==> src/rtl/traffic_light_monitor.sv <==
// -----------------------------------------------------------------------------
// traffic_light_monitor
//
// Passive checker for the 3-bit {red, yellow, green} lights bus. It decodes
// the bus back into a phase, checks that the lights are one-hot and that the
// phases follow GREEN -> YELLOW -> RED -> GREEN, flags phases held for too
// long and counts completed light cycles. It only observes the bus.
//
// Parameters:
//   MAX_DWELL   maximum consecutive samples allowed in one phase (1..255)
//   CNT_W       width of cycle_count
//
// Ports:
//   clk          clock
//   rst          asynchronous, active-high reset
//   en           sample enable; when low only err_clr acts
//   lights       observed bus {R,Y,G}
//   err_clr      synchronous clear of the sticky error flags
//   phase        decoded phase: 00 GREEN, 01 YELLOW, 10 RED, 11 UNKNOWN
//   synced       monitor locked onto a valid phase
//   cycle_count  completed RED->GREEN transitions, wraps modulo 2^CNT_W
//   err_onehot   sticky: illegal encoding seen
//   err_order    sticky: illegal phase transition seen
//   err_stall    sticky: dwell exceeded MAX_DWELL
//   err_any      OR of the three sticky flags
// -----------------------------------------------------------------------------
module traffic_light_monitor #(
    parameter int unsigned MAX_DWELL = 4,
    parameter int unsigned CNT_W     = 8
) (
    input  logic             clk,
    input  logic             rst,
    input  logic             en,
    input  logic [2:0]       lights,
    input  logic             err_clr,
    output logic [1:0]       phase,
    output logic             synced,
    output logic [CNT_W-1:0] cycle_count,
    output logic             err_onehot,
    output logic             err_order,
    output logic             err_stall,
    output logic             err_any
);

    // Dwell must be able to hold MAX_DWELL+1, the saturated "stalled" value.
    localparam int unsigned DWELL_W = $clog2(MAX_DWELL + 2);

    localparam logic [DWELL_W-1:0] DWELL_ZERO  = DWELL_W'(0);
    localparam logic [DWELL_W-1:0] DWELL_ONE   = DWELL_W'(1);
    localparam logic [DWELL_W-1:0] DWELL_LIMIT = DWELL_W'(MAX_DWELL);
    localparam logic [DWELL_W-1:0] DWELL_SAT   = DWELL_W'(MAX_DWELL + 1);

    localparam logic [1:0] PH_GREEN   = 2'b00;
    localparam logic [1:0] PH_YELLOW  = 2'b01;
    localparam logic [1:0] PH_RED     = 2'b10;
    localparam logic [1:0] PH_UNKNOWN = 2'b11;

    typedef enum logic [0:0] {
        ST_UNSYNC = 1'b0,
        ST_TRACK  = 1'b1
    } state_t;

    // -------------------------------------------------------------------------
    // Helpers
    // -------------------------------------------------------------------------

    // True only for the three one-hot encodings the light controller may drive.
    function automatic logic lights_valid(input logic [2:0] l);
        logic ok;
        case (l)
            3'b001:  ok = 1'b1;
            3'b010:  ok = 1'b1;
            3'b100:  ok = 1'b1;
            default: ok = 1'b0;
        endcase
        return ok;
    endfunction

    // Map a bus value to its phase code; invalid values map to UNKNOWN.
    function automatic logic [1:0] lights_decode(input logic [2:0] l);
        logic [1:0] ph;
        case (l)
            3'b001:  ph = PH_GREEN;
            3'b010:  ph = PH_YELLOW;
            3'b100:  ph = PH_RED;
            default: ph = PH_UNKNOWN;
        endcase
        return ph;
    endfunction

    // The only legal successor of each phase in the light sequence.
    function automatic logic [1:0] phase_successor(input logic [1:0] ph);
        logic [1:0] nxt;
        case (ph)
            PH_GREEN:  nxt = PH_YELLOW;
            PH_YELLOW: nxt = PH_RED;
            PH_RED:    nxt = PH_GREEN;
            default:   nxt = PH_UNKNOWN;
        endcase
        return nxt;
    endfunction

    // -------------------------------------------------------------------------
    // Signals
    // -------------------------------------------------------------------------
    state_t             state_r;
    state_t             state_nxt_s;
    logic [1:0]         phase_r;
    logic [1:0]         phase_nxt_s;
    logic [DWELL_W-1:0] dwell_r;
    logic [DWELL_W-1:0] dwell_nxt_s;
    logic [CNT_W-1:0]   cnt_r;
    logic [CNT_W-1:0]   cnt_nxt_s;
    logic               onehot_r;
    logic               onehot_nxt_s;
    logic               order_r;
    logic               order_nxt_s;
    logic               stall_r;
    logic               stall_nxt_s;
    logic               set_onehot_s;
    logic               set_order_s;
    logic               set_stall_s;
    logic               valid_s;
    logic [1:0]         dec_s;

    assign valid_s = lights_valid(lights);
    assign dec_s   = lights_decode(lights);

    // -------------------------------------------------------------------------
    // State register: FSM state plus all tracked/sticky registers
    // -------------------------------------------------------------------------
    always_ff @(posedge clk or posedge rst) begin
        if (rst) begin
            state_r  <= ST_UNSYNC;
            phase_r  <= PH_UNKNOWN;
            dwell_r  <= DWELL_ZERO;
            cnt_r    <= '0;
            onehot_r <= 1'b0;
            order_r  <= 1'b0;
            stall_r  <= 1'b0;
        end else begin
            state_r  <= state_nxt_s;
            phase_r  <= phase_nxt_s;
            dwell_r  <= dwell_nxt_s;
            cnt_r    <= cnt_nxt_s;
            onehot_r <= onehot_nxt_s;
            order_r  <= order_nxt_s;
            stall_r  <= stall_nxt_s;
        end
    end

    // Next-state logic: lock on any valid sample, drop lock on any invalid one.
    always_comb begin
        state_nxt_s = state_r;
        if (en) begin
            case (state_r)
                ST_UNSYNC: begin
                    if (valid_s) begin
                        state_nxt_s = ST_TRACK;
                    end else begin
                        state_nxt_s = ST_UNSYNC;
                    end
                end
                ST_TRACK: begin
                    if (valid_s) begin
                        state_nxt_s = ST_TRACK;
                    end else begin
                        state_nxt_s = ST_UNSYNC;
                    end
                end
                default: state_nxt_s = ST_UNSYNC;
            endcase
        end else begin
            state_nxt_s = state_r;
        end
    end

    // Output logic: phase/dwell/count updates and error events for this sample.
    always_comb begin
        phase_nxt_s  = phase_r;
        dwell_nxt_s  = dwell_r;
        cnt_nxt_s    = cnt_r;
        set_onehot_s = 1'b0;
        set_order_s  = 1'b0;
        set_stall_s  = 1'b0;
        if (en) begin
            case (state_r)
                ST_UNSYNC: begin
                    // Locking on never counts a cycle nor judges the order.
                    if (valid_s) begin
                        phase_nxt_s = dec_s;
                        dwell_nxt_s = DWELL_ONE;
                    end else begin
                        set_onehot_s = 1'b1;
                        phase_nxt_s  = PH_UNKNOWN;
                        dwell_nxt_s  = DWELL_ZERO;
                    end
                end
                ST_TRACK: begin
                    if (!valid_s) begin
                        set_onehot_s = 1'b1;
                        phase_nxt_s  = PH_UNKNOWN;
                        dwell_nxt_s  = DWELL_ZERO;
                    end else if (dec_s == phase_r) begin
                        // Saturate so a long stall raises exactly one event.
                        if (dwell_r < DWELL_SAT) begin
                            dwell_nxt_s = dwell_r + DWELL_ONE;
                        end else begin
                            dwell_nxt_s = dwell_r;
                        end
                        if (dwell_r == DWELL_LIMIT) begin
                            set_stall_s = 1'b1;
                        end else begin
                            set_stall_s = 1'b0;
                        end
                    end else if (dec_s == phase_successor(phase_r)) begin
                        phase_nxt_s = dec_s;
                        dwell_nxt_s = DWELL_ONE;
                        if (phase_r == PH_RED) begin
                            cnt_nxt_s = cnt_r + CNT_W'(1);
                        end else begin
                            cnt_nxt_s = cnt_r;
                        end
                    end else begin
                        // Out-of-order jump: flag it and resync on the new phase.
                        set_order_s = 1'b1;
                        phase_nxt_s = dec_s;
                        dwell_nxt_s = DWELL_ONE;
                    end
                end
                default: begin
                    phase_nxt_s = PH_UNKNOWN;
                    dwell_nxt_s = DWELL_ZERO;
                end
            endcase
        end else begin
            phase_nxt_s = phase_r;
            dwell_nxt_s = dwell_r;
            cnt_nxt_s   = cnt_r;
        end

        // A new event wins over a clear arriving on the same edge.
        onehot_nxt_s = (onehot_r & ~err_clr) | set_onehot_s;
        order_nxt_s  = (order_r  & ~err_clr) | set_order_s;
        stall_nxt_s  = (stall_r  & ~err_clr) | set_stall_s;
    end

    assign phase       = phase_r;
    assign synced      = (state_r == ST_TRACK);
    assign cycle_count = cnt_r;
    assign err_onehot  = onehot_r;
    assign err_order   = order_r;
    assign err_stall   = stall_r;
    assign err_any     = onehot_r | order_r | stall_r;

endmodule

==> config.mk <==
export PLATFORM = sky130hd
export DESIGN_NAME = traffic_light_monitor
export DESIGN_NICKNAME = d
export VERILOG_FILES = /design/src/rtl/traffic_light_monitor.sv
export SDC_FILE = /design/constraint.sdc
export NUM_CORES = 1
export LEC_CHECK = 0
export ABC_AREA = 1
export CAP_MARGIN = 20
export CORE_ASPECT_RATIO = 1.4
export CORE_MARGIN = 2
export CORE_UTILIZATION = 35
export CTS_BUF_LIST = sky130_fd_sc_hd__clkbuf_8
export DETAILED_ROUTE_END_ITERATION = 8
export PLACE_DENSITY = 0.56
export REMOVE_ABC_BUFFERS = 1
export SYNTH_ARGS = -nofsm -noshare
export SYNTH_HDL_FRONTEND = slang
export SYNTH_SLANG_ARGS = --single-unit
==> constraint.sdc <==
create_clock -name clk -period 4.5 [get_ports clk]
set_input_delay 0.9 -clock clk [delete_from_list [all_inputs] [get_ports clk]]
set_output_delay 0.9 -clock clk [all_outputs]
set_load 0.01 [all_outputs]
==> metrics, run 1 <==
status complete, no violations; drt pass-1 iters 4; CP Data Arrival Time about 1400 ps; largest net degree at the start of global routing 18; Post-DP HPWL roughly 1.7 mm; worst r2r src phase[0]; worst path required time approximately 3600 ps; Die Y-Extent about 71 um; Setup crit start phase[0]; VDD IR max between 100 and 150 uV; CP Class reg2out; vias in the first global route between 900 and 1000; worst relative slew slack a little under three fifths; Worst-path clk slew approximately 70 ps; number of CTS-inserted buffers 3; CP endpoint phase[0]; total wire length approximately 2.2 mm; Avg WL per Cell between 10 and 15 um; post-CTS sizing 0; unrepaired setup endpoints after global routing no; Cells after DPL 196; leakage between 0.7 and 0.8 nW; reg2reg end cycle_count[5]; crit path max fanout 6; grt met3 use around 2.3%; I/O Buffers 21; fin crit period between 2000 and 2500 ps; cell area power density about 260 nW/um^2; Worst-Skew Late Latency roughly 250 ps; Tot GR Track Use a little over an eighth; Final Power roughly 370 uW; Final period util roughly half; met2 GRT Util between 20% and 30%; Nets between 150 and 200; endpoint class of the critical path output port; FF+latch count, synth 17; via count around 950; Distinct cells, synth 21; number of setup buffers added after CTS 0; Peak Freq between 400 and 500 MHz; CP delay by family, top flip-flops; initial antenna violation count 0; Final ANT Viol Nets 0; gr busiest metal met2; Worst path slowest cell dfstp_2; grt total ovfl 0; syn_area_per_cell approximately 8.1 sq um; post-synth top area cell dfrtp_1; R2R Setup Slk approximately 2700 ps; max cap viols 0; worst hold-check path type reg2reg; commonest non-fill, non-tap cell in the layout nand2_1; residual DRC count 0; first-pass GRT wire length around 3.8 mm; Worst-Margin Slew around 670 ps; delay of the slowest critical-path stage 590 ps; cts hold-fix bufs 0; CP bufs+invs 1; RD Place Congestion between 0.8 and 0.9; sequential share of the synthesized area about two fifths; Setup Viol. Count Final 0; CP Depth 1; DR iter-0 viols 24; largest cells by area after synthesis dfrtp_1 34%, nand2_1 14%, nand3_1 8.6%; met1 usage between 10% and 20%; row count 24; final hold violation count 0; Max clock buf depth 2; Yosys top cell area share 33.9%; Slew Viols, Final 0; Layout Skew about 3.8 ps; fraction of layout cells with a size suffix above 1 13.0%; fillcell total approximately 320; ant diodes 0; Die X-Extent just over 50 um; H-tree levels 1; worst-case reg-to-reg path depth 10; commonest cells after routing, fill and taps aside 42 x nand2_1, 21 x clkdlybuf4s50_1, 19 x nand3_1, 17 x inv_1, 15 x dfrtp_1; crit path cell chain clkdlybuf4s50_1; yosys warns 0; Initial Utilization between 30% and 40%; Core ar. 3060 sq um; Post-Syn Area 1110 sq um; CTS root buf clkbuf_8; fin cells 200; die area ~3600 sq um; mean number of vias per cell 4.74; P&R area growth vs syn 26.4%; Num Clock Sinks 17; Final TNS setup 0 ps; critical path startpoint category register; CTS tree built; io pins 22; cells after synthesis between 100 and 150
## worst min path at each step
stage | startpoint | end | slack (ps) | cells after the start
global route | cycle_count[1] | cycle_count[1] | 570 | 2
finish | cycle_count[3] | cycle_count[3] | 530 | 2
detailed placement | cycle_count[3] | cycle_count[3] | 520 | 2
floorplan | dwell_r[1] | dwell_r[1] | 510 | 2
CTS | cycle_count[3] | cycle_count[3] | 540 | 2
global placement | cycle_count[3] | cycle_count[3] | 510 | 2
## kinds of logic (layout without fill, tap and decap cells)
logic type	after synthesis	count (layout)	synth area share, %
xor+xnor	7	7	5.54
fa+ha+maj	6	6	6.78
flops	17	17	38.6
compound gates	6	6	2.94
buf+inv	18	42	6.78
simple gates	83	83	39.3
## per-stage QoR
step                      worst slack [ps]  hold slack [ps]  cell area (sq um)  util (%)
after floorplan                       2650              511               1100         -
after CTS                             2200              539               1400      45.7
final                                 2210              527               1400      45.7
after detailed placement              1960              524               1360      44.2
after global routing                  2100              565               1400      45.7
after global placement                1990              510               1360      44.2
## per-layer routing
layer	part of all wire, %	vias to the layer above
met4	0.88	0
met1	43	441
met3	4.7	2
met2	51	22
met5	0	-
li1	-	482
## area by class of cell
type                            count  area [sq um]  share of cell area (%)
Clock buffer                        3          41.3                    2.95
Clock inverter                      1          3.75                   0.268
Timing Repair Buffer               21           210                    15.0
Sequential cell                    17           428                    30.6
Tap cell                           39          48.8                    3.49
Inverter                           17          63.8                    4.56
Multi-Input combinational cell    102           604                    43.2
## state kept, by name, summed over array words and instances, names as in the netlist
name	count
cycle_count	8
dwell_r	3
phase	2
err_onehot	1
err_order	1
err_stall	1
synced	1
## synthesized netlist by cell type (all sizes together)
library cell,number
dfrtp,15
o22ai,2
dfstp,2
nand3b,4
inv,17
and2,1
buf,1
ha,6
o21ai,4
xor2,4
nand2,50
xnor2,3
nor2,7
nand3,21
## where the power goes
group	internal [mW]	total, mW	switching [mW]
clock	0.0604	0.111	0.0503
combinational	0.0364	0.0825	0.0462
sequential	0.162	0.172	0.00955
Power figures use the tool's default switching activity.
==> run 2: changes to the inputs <==
clock period = 2.25 ns   (was 4.5 ns; I/O delays follow)
==> run 2 against run 1 <==
Via count rose by 0.21%. Worst hold slack improved by 1.1 ps. Flip-flop and latch count did not move. Clock skew fell by 0.57 ps. First-iteration DRC count fell by 46%. Utilization did not move. Sequential share of layout area did not move. Critical path depth did not move. Die area did not move. Highest routed layer unchanged. Combinational power rose by 100%. Largest power group unchanged.
==> metrics, run 2 (synthesized netlist as in run 1, its figures left out) <==
status complete, no violations; endpoint class of the critical path output port; DR iter-0 viols 13 (-46%); post-CTS sizing 0 (unchanged); Core ar. 3060 sq um (unchanged); Nets 175 (unchanged); leakage 0.730 nW (unchanged); total wire length 2.22 mm (+2.7%); Peak Freq 542 MHz; I/O Buffers 21 (unchanged); Final period util roughly 80%; CTS tree built; CTS root buf clkbuf_8; Layout Skew 3.27 ps (-0.565 ps); crit path cell chain clkdlybuf4s50_1; cell area power density 525 nW/um^2 (+100%); worst hold-check path type reg2reg; first-pass GRT wire length 3.81 mm (+0.71%); fin crit period approximately 1800 ps; final hold violation count 0 (unchanged); CP Class reg2out; Final ANT Viol Nets 0 (unchanged); Initial Utilization 36.2% (unchanged); number of CTS-inserted buffers 3 (unchanged); die area 3640 sq um (unchanged); critical path startpoint category register; Setup Viol. Count Final 0 (unchanged); Hold Crit Start cycle_count[3]; Worst-Skew Late Latency 250 ps (about the same); largest net degree at the start of global routing 18 (unchanged); via count 949 (+0.21%); delay of the slowest critical-path stage 590 ps (about the same); commonest cells after routing, fill and taps aside 42 x nand2_1, 21 x clkdlybuf4s50_1, 19 x nand3_1, 17 x inv_1, 15 x dfrtp_1; VDD IR max 274 uV (+110%); cts hold-fix bufs 0 (unchanged); fraction of layout cells with a size suffix above 1 13.0% (unchanged); Worst-Margin Slew 681 ps (+12.3 ps); vias in the first global route 938 (+1.8%); Die X-Extent 51.5 um (unchanged); Min-Delay Endpoint cycle_count[3]; Setup crit start phase[1]; Worst-path clk slew 70 ps (about the same); Post-DP HPWL 1.76 mm (+2.0%); Max clock buf depth 2 (unchanged); post-place setup slack 172 ps (-1790 ps); io pins 22 (unchanged); worst-case reg-to-reg path depth 10 (unchanged); fin cells 200 (unchanged); worst r2r src phase[0]; ant diodes 0 (unchanged); grt total ovfl 0 (unchanged); Final TNS setup 0 ps (unchanged); Num Clock Sinks 17 (unchanged); unrepaired setup endpoints after global routing no; drt pass-1 iters 4 (unchanged); Die Y-Extent 70.6 um (unchanged); max cap viols 0 (unchanged); commonest non-fill, non-tap cell in the layout nand2_1; row count 24 (unchanged); fillcell total 323 (+1.9%); final setup margin 404 ps (-1810 ps); Slew Viols, Final 0 (unchanged); mean number of vias per cell 4.75 (+0.21%); worst relative slew slack 54.5% (-0.82 points); Largest register FFs 8 (unchanged); final core occ 45.7% (unchanged); worst path required time 1800 ps (-1800 ps); CP delay by family, top flip-flops; P&R area growth vs syn 26.4% (unchanged); RD Place Congestion 0.808 (unchanged); initial antenna violation count 0 (unchanged); CP bufs+invs 1 (unchanged); Worst path slowest cell dfstp_2; Avg WL per Cell 11.1 um (+2.7%); number of setup buffers added after CTS 0 (unchanged); Cells after DPL 196 (unchanged); CP Data Arrival Time 1400 ps (about the same); H-tree levels 1 (unchanged); residual DRC count 0 (unchanged); hold path depth 2 (unchanged); reg2reg end cycle_count[5]; Tot GR Track Use 13.6% (+0.33 points); R2R Setup Slk 470 ps (-2230 ps); crit path max fanout 6 (unchanged)
## run 2: cell counts in the layout (fill, tap and decap cells not counted)
No cell type changed its count.
## run 2: worst max path at each step
stage               slack (ps)  depth (start not counted)             end
floorplan                  580                         10  cycle_count[4]
CTS                        400                          1        phase[1]
finish                     400                          1        phase[1]
global placement           190                         11  cycle_count[0]
global route               300                         11  cycle_count[6]
detailed placement         170                         11  cycle_count[0]
## run 2: metal layers
| metal | routed length, um | track usage (%) | vias up | share of wire (%) |
|---|---|---|---|---|
| met5 | 0 | 0 | - | 0 |
| met4 | 19 | 6.14 | 0 | 0.86 |
| met3 | 104 | 2.32 | 2 | 4.7 |
| met2 | 1120 | 24.8 | 26 | 51 |
| met1 | 973 | 15.0 | 438 | 44 |
| li1 | - | - | 483 | - |
## run 2: area by class of cell
cell class,count,area [sq um],area share (%)
Clock buffer,3,41.3,2.95
Clock inverter,1,3.75,0.268
Inverter,17,63.8,4.56
Multi-Input combinational cell,102,604,43.2
Sequential cell,17,428,30.6
Tap cell,39,48.8,3.49
Timing Repair Buffer,21,210,15.0
## run 2: through the flow
stage                     hold WS [ps]  area, sq um  power [mW]
after floorplan                    375         1100       0.448
after global placement             510         1360       0.516
after detailed placement           523         1360       0.517
after CTS                          539         1400       0.746
after global routing               566         1400       0.782
final                              528         1400       0.734
## run 2: power by group
group	switching, mW	internal [mW]
Sequential	0.0189	0.324
Clock	0.105	0.121
Combinational	0.0923	0.0727
==> run 3: changes to the inputs <==
clock period = 1.7 ns   (was 2.25 ns; I/O delays follow)
==> run 3 against run 2 <==
Clock power rose by 29%. Critical endpoint is now cycle_count[5]. Global-route usage rose by 0.44 points. Clock skew rose by 4.9 ps. Worst hold slack got worse by 130 ps. Die area did not move. Sequential power rose by 32%. First-iteration DRC count rose by 38%. Clock-buffer cell count did not move. Largest cell class unchanged. Non-clock buffer count rose by 14. Worst setup slack got worse by 360 ps. Register-to-register slack got worse by 430 ps.
==> metrics, run 3 (synthesized netlist as in run 1, its figures left out) <==
number of CTS-inserted buffers 3 (unchanged); worst-case reg-to-reg path depth 10 (unchanged); Slew Viols, Final 0 (unchanged); grt total ovfl 0 (unchanged); Die X-Extent 51.5 um (unchanged); cell area power density 654 nW/um^2 (+25%); most frequent CP cell nand2_2; Peak Freq 604 MHz; Core ar. 3060 sq um (unchanged); row count 24 (unchanged); Post-DP HPWL 1.79 mm (+1.5%); Setup crit start phase[1]; crit path max fanout 8 (+2); CP Data Arrival Time 1790 ps (+390 ps); worst r2r src phase[1]; max cap viols 0 (unchanged); Final period util 97.4%; fraction of layout cells with a size suffix above 1 30.7% (+18 points); Final Power 1.04 mW (+42%); H-tree levels 1 (unchanged); final core occ 52.0% (+6.2 points); vias in the first global route 890 (-5.1%); die area 3640 sq um (unchanged); Largest register FFs 8 (unchanged); I/O Buffers 21 (unchanged); CP endpoint cycle_count[5]; via count 1018 (+7.3%); largest net degree at the start of global routing 18 (unchanged); Worst-Margin Slew 248 ps (-434 ps); Final ANT Viol Nets 0 (unchanged); Setup Viol. Count Final 0 (unchanged); Layout Skew 8.15 ps (+4.87 ps); Max clock buf depth 2 (unchanged); Tot GR Track Use 14.1% (+0.44 points); CP Class reg2reg; RD Place Congestion 0.832 (+3.0%); crit path cell chain buf_4, ha_4, inv_1, nand2_1, nand2_2, nand2_4, nor2_8, nand2_8, nand2_2, nand2_2; P&R area growth vs syn 43.7%; Worst-Skew Late Latency 250 ps (about the same); R2R Setup Slk 40 ps (-430 ps); Initial Utilization 36.2% (unchanged); leakage 0.825 nW (+13%); delay of the slowest critical-path stage 580 ps (about the same); residual DRC count 0 (unchanged); final hold violation count 0 (unchanged); endpoint class of the critical path register; commonest non-fill, non-tap cell in the layout nand2_1; VDD IR max 320 uV (+17%); worst hold-check path type in2async; critical path startpoint category register; status complete, no violations; Nets 190 (+8.6%); unrepaired setup endpoints after global routing yes; CTS root buf clkbuf_8; ant diodes 0 (unchanged); worst relative slew slack 83.5% (+29 points); Die Y-Extent 70.6 um (unchanged); cts hold-fix bufs 0 (unchanged); reg2reg end cycle_count[5]; Worst path slowest cell dfstp_2; io pins 22 (unchanged); Num Clock Sinks 17 (unchanged); Final TNS setup 0 ps (unchanged); CTS tree built; drt pass-1 iters 4 (unchanged); first-pass GRT wire length 3.91 mm (+2.7%); DR iter-0 viols 18 (+5); commonest cells after routing, fill and taps aside 30 x nand2_1, 19 x nand3_1, 17 x nand2_2, 17 x clkdlybuf4s50_1; fin crit period around 1700 ps; initial antenna violation count 0 (unchanged); Worst-path clk slew 70 ps (about the same); mean number of vias per cell 4.73 (-0.21%); worst path required time 1840 ps (+40 ps); Avg WL per Cell 11.1 um (-0.44%); total wire length 2.38 mm (+7.0%)
-- run 3: how the worst min path moves through the flow --
stage                     end  cells after the start      startpoint  slack (ps)
5_1_grt        cycle_count[0]                      3             rst         440
3_5_place_dp   cycle_count[7]                      2  cycle_count[7]         510
6_report       cycle_count[0]                      3             rst         400
4_1_cts        cycle_count[0]                      3             rst         400
2_1_floorplan  cycle_count[0]                      1             rst         260
3_3_place_gp   cycle_count[7]                      2  cycle_count[7]         510
-- run 3: power by group --
| part | total, mW | internal, mW | switching [mW] |
|---|---|---|---|
| registers | 0.454 | 0.429 | 0.0243 |
| logic | 0.296 | 0.142 | 0.155 |
| clock network | 0.291 | 0.160 | 0.131 |
| total | 1.04 | 0.731 | 0.310 |
-- run 3: layer usage --
| layer | up-vias | global-route usage, % | part of all wire (%) | routed length [um] |
|---|---|---|---|---|
| met5 | - | 0 | 0 | 0 |
| met4 | 0 | 7.60 | 2.1 | 50 |
| met3 | 6 | 2.32 | 4.5 | 106 |
| met2 | 28 | 22.8 | 49 | 1170 |
| met1 | 467 | 17.6 | 44 | 1050 |
| li1 | 517 | - | - | - |
-- run 3: per-stage QoR --
step | hold slack (ps) | cell area (sq um) | setup WS, ps | cells
floorplan | 265 | 1100 | 34.0 | 136
global placement | 510 | 1420 | -220 | 205
detailed placement | 514 | 1420 | -259 | 205
CTS | 401 | 1500 | 8.20 | 211
global route | 444 | 1590 | -32.5 | 215
finish | 400 | 1590 | 44.7 | 215
-- run 3: critical path: cells and delay by family (launching register included) --
kind / cells / cell delay, ps
buffers and inverters: 2 / 170
adder cells (fa/ha/maj): 1 / 190
AND/OR/NAND/NOR: 7 / 590
flip-flops: 1 / 580
-- run 3: area by class of cell --
cell class | count | area (sq um)
fillers | 299 | 1470
clock inverters | 1 | 3.75
well taps | 39 | 48.8
flip-flops and latches | 17 | 428
multi-input cells | 103 | 676
clock buffers | 3 | 41.3
repair buffers | 35 | 330
inverters | 17 | 63.8
-- run 3: repair_timing --
action	CTS	global route
pin swaps	1	8
setup buffers	1	4
setup endpoints to repair	11	14
gates resized for setup	7	18
cloned	1	0
